[src/rtl/pulse_period_meter.sv]
`default_nettype none
// -----------------------------------------------------------------------------
// pulse_period_meter : counts clk cycles between rising edges of sig_in and
//                      reports each interval on a valid/ready output.
// Revision: 1.0
// -----------------------------------------------------------------------------
module pulse_period_meter #(
  parameter int N           = 16,
  parameter int SYNC_STAGES = 2
) (
  input  logic         clk,
  input  logic         rst,
  input  logic         sig_in,
  input  logic         enable,
  output logic [N-1:0] period,
  output logic         period_valid,
  input  logic         period_ready,
  output logic         overflow,
  output logic         dropped
);

  localparam logic [N-1:0] c_max_count = '1;
  localparam logic [N-1:0] c_one       = {{(N-1){1'b0}}, 1'b1};

  typedef enum logic [1:0] {
    ST_IDLE    = 2'd0,
    ST_ARM     = 2'd1,
    ST_MEASURE = 2'd2
  } state_t;

  state_t                 state_q,    state_d;
  logic [SYNC_STAGES-1:0] sync_q,     sync_d;
  logic                   s_prev_q,   s_prev_d;
  logic [N-1:0]           count_q,    count_d;
  logic [N-1:0]           period_q,   period_d;
  logic                   valid_q,    valid_d;
  logic                   overflow_q, overflow_d;
  logic                   dropped_q,  dropped_d;
  logic                   w_rise;
  logic                   w_capture;

  always_comb begin
    sync_d    = {sync_q[SYNC_STAGES-2:0], sig_in};
    s_prev_d  = sync_q[SYNC_STAGES-1];
    w_rise    = sync_q[SYNC_STAGES-1] & ~s_prev_q;
    state_d   = state_q;
    count_d   = count_q;
    w_capture = 1'b0;

    case (state_q)
      ST_IDLE: begin
        count_d = '0;
        if (enable) state_d = ST_ARM;
      end
      ST_ARM: begin
        if (!enable) begin
          state_d = ST_IDLE;
          count_d = '0;
        end else if (w_rise) begin
          state_d = ST_MEASURE;
          count_d = c_one;
        end
      end
      ST_MEASURE: begin
        if (!enable) begin
          state_d = ST_IDLE;
          count_d = '0;
        end else if (w_rise) begin
          // Every edge closes one interval and opens the next.
          w_capture = 1'b1;
          count_d   = c_one;
        end else if (count_q != c_max_count) begin
          count_d = count_q + c_one;
        end
      end
      default: begin
        state_d = ST_IDLE;
        count_d = '0;
      end
    endcase

    period_d   = period_q;
    overflow_d = overflow_q;
    valid_d    = valid_q;
    dropped_d  = dropped_q;
    if (w_capture) begin
      if (!valid_q || period_ready) begin
        period_d   = count_q;
        overflow_d = (count_q == c_max_count);
        valid_d    = 1'b1;
      end else begin
        dropped_d = 1'b1;
      end
    end else if (valid_q && period_ready) begin
      valid_d = 1'b0;
    end
    if (!enable) dropped_d = 1'b0;
  end

  always_ff @(posedge clk or posedge rst) begin
    if (rst) begin
      state_q    <= ST_IDLE;
      sync_q     <= '0;
      s_prev_q   <= 1'b0;
      count_q    <= '0;
      period_q   <= '0;
      valid_q    <= 1'b0;
      overflow_q <= 1'b0;
      dropped_q  <= 1'b0;
    end else begin
      state_q    <= state_d;
      sync_q     <= sync_d;
      s_prev_q   <= s_prev_d;
      count_q    <= count_d;
      period_q   <= period_d;
      valid_q    <= valid_d;
      overflow_q <= overflow_d;
      dropped_q  <= dropped_d;
    end
  end

  assign period       = period_q;
  assign period_valid = valid_q;
  assign overflow     = overflow_q;
  assign dropped      = dropped_q;

endmodule
`default_nettype wire

[config.mk]
export PLATFORM = sky130hd
export DESIGN_NAME = pulse_period_meter
export DESIGN_NICKNAME = d
export VERILOG_FILES = /design/src/rtl/pulse_period_meter.sv
export SDC_FILE = /design/constraint.sdc
export NUM_CORES = 1
export LEC_CHECK = 0
export CAP_MARGIN = 20
export CORE_MARGIN = 2
export CORE_UTILIZATION = 59
export CTS_CLUSTER_SIZE = 40
export DETAILED_ROUTE_END_ITERATION = 10
export GPL_TIMING_DRIVEN = 0
export PLACE_DENSITY = 0.84
export SYNTH_ARGS = -nofsm -noshare
export SYNTH_HDL_FRONTEND = slang
export SYNTH_SLANG_ARGS = --single-unit
[constraint.sdc]
create_clock -name clk -period 3.06 [get_ports clk]
set_input_delay 0.612 -clock clk [delete_from_list [all_inputs] [get_ports clk]]
set_output_delay 0.612 -clock clk [all_outputs]
set_load 0.005 [all_outputs]
* Word-level counts from Yosys, hierarchy flattened
Index checks and enable logic that the tools add are counted.
** Word-level totals
- Register bits after elaboration :: 40
- Bits of input ports :: 5
- Output and inout port bits :: 19
- Logic and storage cells :: 52
** Cells by class
- $add $sub $neg :: 1
- Equal/unequal tests :: 11
- Mux-type cells :: 20
- Bitwise gates (word level) :: 2
- Reduce and logical (&&, ||, !) cells :: 10
** Operators with widths (number)
- 16-bit two-way mux :: 5
- 16-bit case mux with 2 select lines :: 1
- 16-bit by 1-bit adder with 16-bit output, second input constant :: 1
- 16-bit equality test, second input constant :: 1
- 16-bit != test, second input constant :: 1
- 1-bit two-way mux :: 9
- 2-bit two-way mux :: 4
- 2-bit AND reduction :: 4
- 2-bit != test, second input constant :: 3
- 2-bit case mux with 3 select lines :: 1
- 2-bit by 1-bit != test with 1-bit output, second input constant :: 2
- 4-bit != test, second input constant :: 1
- 3-bit != test, second input constant :: 1
- 3-bit AND reduction :: 1
- 2-bit by 1-bit equality test with 1-bit output, second input constant :: 1
- 2-bit equality test, second input constant :: 1
- 2-bit zero test :: 1
- 2-bit nonzero test :: 1
- 1-bit AND :: 1
- 1-bit logical AND :: 1
- 1-bit zero test :: 1
- 1-bit logical OR :: 1
- 1-bit inverter :: 1

* Longest topological paths before layout
- Word-level depth :: 7
- Gate-level depth with buffers :: 8
- Depth with buffers taken out :: 6

* Least setup slack after synthesis
OpenSTA, ideal clock, no wires.
- Path type :: register to register
- From :: register state_q[0]
- To :: register period_q[10], in the netlist period[10]
- Library setup time :: 0.125 ns
- Arrival :: 1.851 ns
- Data required time :: 2.935 ns
- Path slack :: 1.084 ns
- Stages on the path, launching flop included :: 8
- Buffers on the path :: 2
- Period minus slack after synthesis :: 1.976 ns
- Cell sequence :: dfrtp_1 -> inv_1 -> ha_1 -> clkbuf_1 -> nand2_1 -> nor3_2 -> buf_4 -> mux2_2
** Between the ends
- Cells in the longest elaborated chain, start to end :: 3
** Ends and longest elaborated chain
- from (decl) :: RTL line 31 : state_t state_q, state_d;
- from (signal assigned) :: RTL line 111 : state_q <= state_d;
- 2-bit equality test :: RTL line 50 : case (state_q)
- 1-bit two-way mux :: RTL line 50
- 2-bit AND reduction (no line)
- to (signal assigned) :: RTL line 115 : period_q <= period_d;
- to (decl) :: RTL line 35 : logic [N-1:0] period_q, period_d;
No other way between the ends.
A chain may end at the register's enable or synchronous reset.

* Final worst setup path
Same ends and word-level chain as after synthesis.

==> out/results.ini <==
[placed_design]
port_buffers = 23
place_congestion = 0.903
place_ws_ns = 0.411
hpwl_um = 3160
placed_area_um2 = 2290
place_inst = 244

[synth]
synth_seq_cells = 40
synth_edf_count = 0
ys_seq_area_frac = 0.501
yosysWarnings = 0
synth.distinct_cells = 51
synth_ff_type = dfrtp_1
async_flop_share = 1.00
syn_avg_cell_area_um2 = 11.4
synthCells = 175
syn_nets = 184
netlist_area_um2 = 2000

[cells_and_area]
final_common_cell = dfrtp_1
drive_gt1_frac = 0.204
n_fill_cell = 247
finalNetCount = 214
stdcell_area_um2 = 2350
diodes = 0
fin_cells = 252
area_delta_synth_final_pct = 17.7
final_cell_mix = dfrtp_1, clkdlybuf4s50_1, mux2_2

[clocking]
ctsResizeCount = 0
cts.htree.levels = 2
clockBufferDepth = 2
ctsHoldBuffers = 0
cts_num_sinks = 40
post_cts_buffers = 0
cts_tree = done
clock_latency_ns = 0.35
root_buffer = clkbuf_4
cts_buffers = 5
clk_pin_slew_ns = 0.12

[setup_path]
regToRegSetupSlack_ns = 0.59
required_ns = 3.30
cp-end-kind = register
cp_num_buf_inv = 3
path_cells = inv_1 -> ha_1 -> clkbuf_1 -> nand2_1 -> nor3_2 -> buf_4 -> mux2_2
slowest_delay_ns = 0.52
crit_family = buffers and inverters
start_kind = register
worstPathArrival_ns = 2.71
cp_max_fo = 10
cp_slowest_cell = nor3_2
worstSetupPathType = reg2reg

[power_and_ir_drop]
leakage_uw = 0.00110
ir_worst_vdd_v = 0.000261
pwr_density_cell_nw_per_um2 = 441

[timing]
timing.hold.ws_ns = 0.381
worstMarginPinSlew_ns = 0.788
period_share = 0.809
slew_headroom = 0.474
fmax_ghz = 0.404
fin_ws_ns = 0.586
skew_ns = 0.0106
maxSlewViolCount = 0
hold_viol_final = 0
rsz0062_at_grt = no
setup_viol = 0
layout_min_cycle_time_ns = 2.47
fin_tns_setup_ns = 0

[route]
antenna_left = 0
first_pass_iters = 4
drt_wl_total_um = 4400
wl_per_cell_um = 17.5
drt_drc_violations_left = 0
num_vias = 1565
viasPerCell = 6.21
drt-initial-drc-count = 96

[job]
max_cap_viol_count = 0

[hold_path]
hold_path.class = reg2reg

[floorplan]
io_pins = 24
start_util = 0.608
die_w_um = 62.2
core-area_um2 = 3280
rows = 21
dieArea_um2 = 3870
die_h_um = 62.2

[global_routing]
grt_overflow = 0
grt_pass1_wl_um = 7500
grt_pass1_vias = 1591
grt_max_degree = 41
antenna_found_initial = 0
grtUsageTotal = 0.248

[run_status]
outcome = complete, no violations

worst reg2reg max path, delay by kind of cell, from the launching register on:
kind | cells | cell delay (ns)
fa+ha+maj | 1 | 0.15
mux | 1 | 0.36
buf+inv | 3 | 0.74
flops | 1 | 0.44
simple gates | 2 | 0.69
logic make-up after synthesis:
family,count (synthesis),share of synthesized area
flip-flops,40,0.501
multiplexers,19,0.106
adder cells (fa/ha/maj),4,0.0250
AO/OA/AOI/OAI,36,0.135
buffers and inverters,15,0.0357
AND/OR/NAND/NOR,61,0.197
state kept, by name (all words and copies together) (netlist names):
signal and count:
count_q 16, period 16, state_q 2, sync_q 2, dropped 1, overflow 1, period_valid 1, s_prev_q 1
metrics by stage:
| step | power [uW] | utilization |
|---|---|---|
| 2_1_floorplan | 704 | - |
| 3_3_place_gp | 745 | 0.696 |
| 3_5_place_dp | 762 | 0.696 |
| 4_1_cts | 1040 | 0.716 |
| 5_1_grt | 1100 | 0.716 |
| 6_report | 1040 | 0.716 |
report_power, final:
part           total, uW  internal, uW  switching, uW
registers            574           549           24.4
clock network        283           112            171
logic                182          74.1            108
total               1040           735            303
path summary, 6_finish.rpt:
kind	cells past startpoint	endpoint	from
worst max-delay path	7	period[10]$_DFFE_PP0P_	state_q[0]$_DFFE_PP0P_
worst min-delay path	0	sync_q[1]$_DFF_PP0_	sync_q[0]$_DFF_PP0_
worst max register to register	7	period[10]$_DFFE_PP0P_	state_q[0]$_DFFE_PP0P_
worst min register to register	0	sync_q[1]$_DFF_PP0_	sync_q[0]$_DFF_PP0_
max in group asynchronous	2	count_q[7]$_DFFE_PP0P_	rst
min in group asynchronous	2	count_q[4]$_DFFE_PP0P_	rst
cells in the mapped netlist (2+ instances only):
cell	number	share of area
nor4_1	3	0.0094
and2_1	2	0.0063
a211o_1	4	0.018
a31oi_1	6	0.019
buf_4	2	0.0075
nand2b_1	2	0.0063
dfrtp_1	40	0.50
mux2i_1	2	0.010
a2bb2oi_1	3	0.013
mux2_2	17	0.096
a21oi_1	2	0.0050
and3_1	6	0.019
nor2b_1	3	0.0094
nor2_1	8	0.015
a21boi_0	3	0.011
nand2_1	7	0.013
ha_1	4	0.025
nand4_2	2	0.013
nand4_1	2	0.0063
nand3_1	9	0.023
clkbuf_1	3	0.0056
o21ai_0	4	0.010
nor3_1	5	0.013
inv_1	9	0.017
area by class of cell:
cell class / instances / area [um2] / area share
flip-flops and latches: 40 / 1000 / 0.426
multi-input cells: 120 / 926 / 0.394
repair buffers: 23 / 230 / 0.0979
well taps: 46 / 57.6 / 0.0245
clock buffers: 6 / 51.3 / 0.0218
plain buffers: 6 / 37.5 / 0.0160
inverters: 9 / 33.8 / 0.0144
clock inverters: 2 / 15.0 / 0.00638
layer usage:
metal / global-route usage / vias to the layer above / wire length, um
met5: 0 / - / 0
met3: 0.0525 / 10 / 243
li1: - / 719 / -
met1: 0.312 / 769 / 1870
met4: 0.103 / 0 / 97
met2: 0.418 / 67 / 2190
Power figures use the tool's default switching activity.
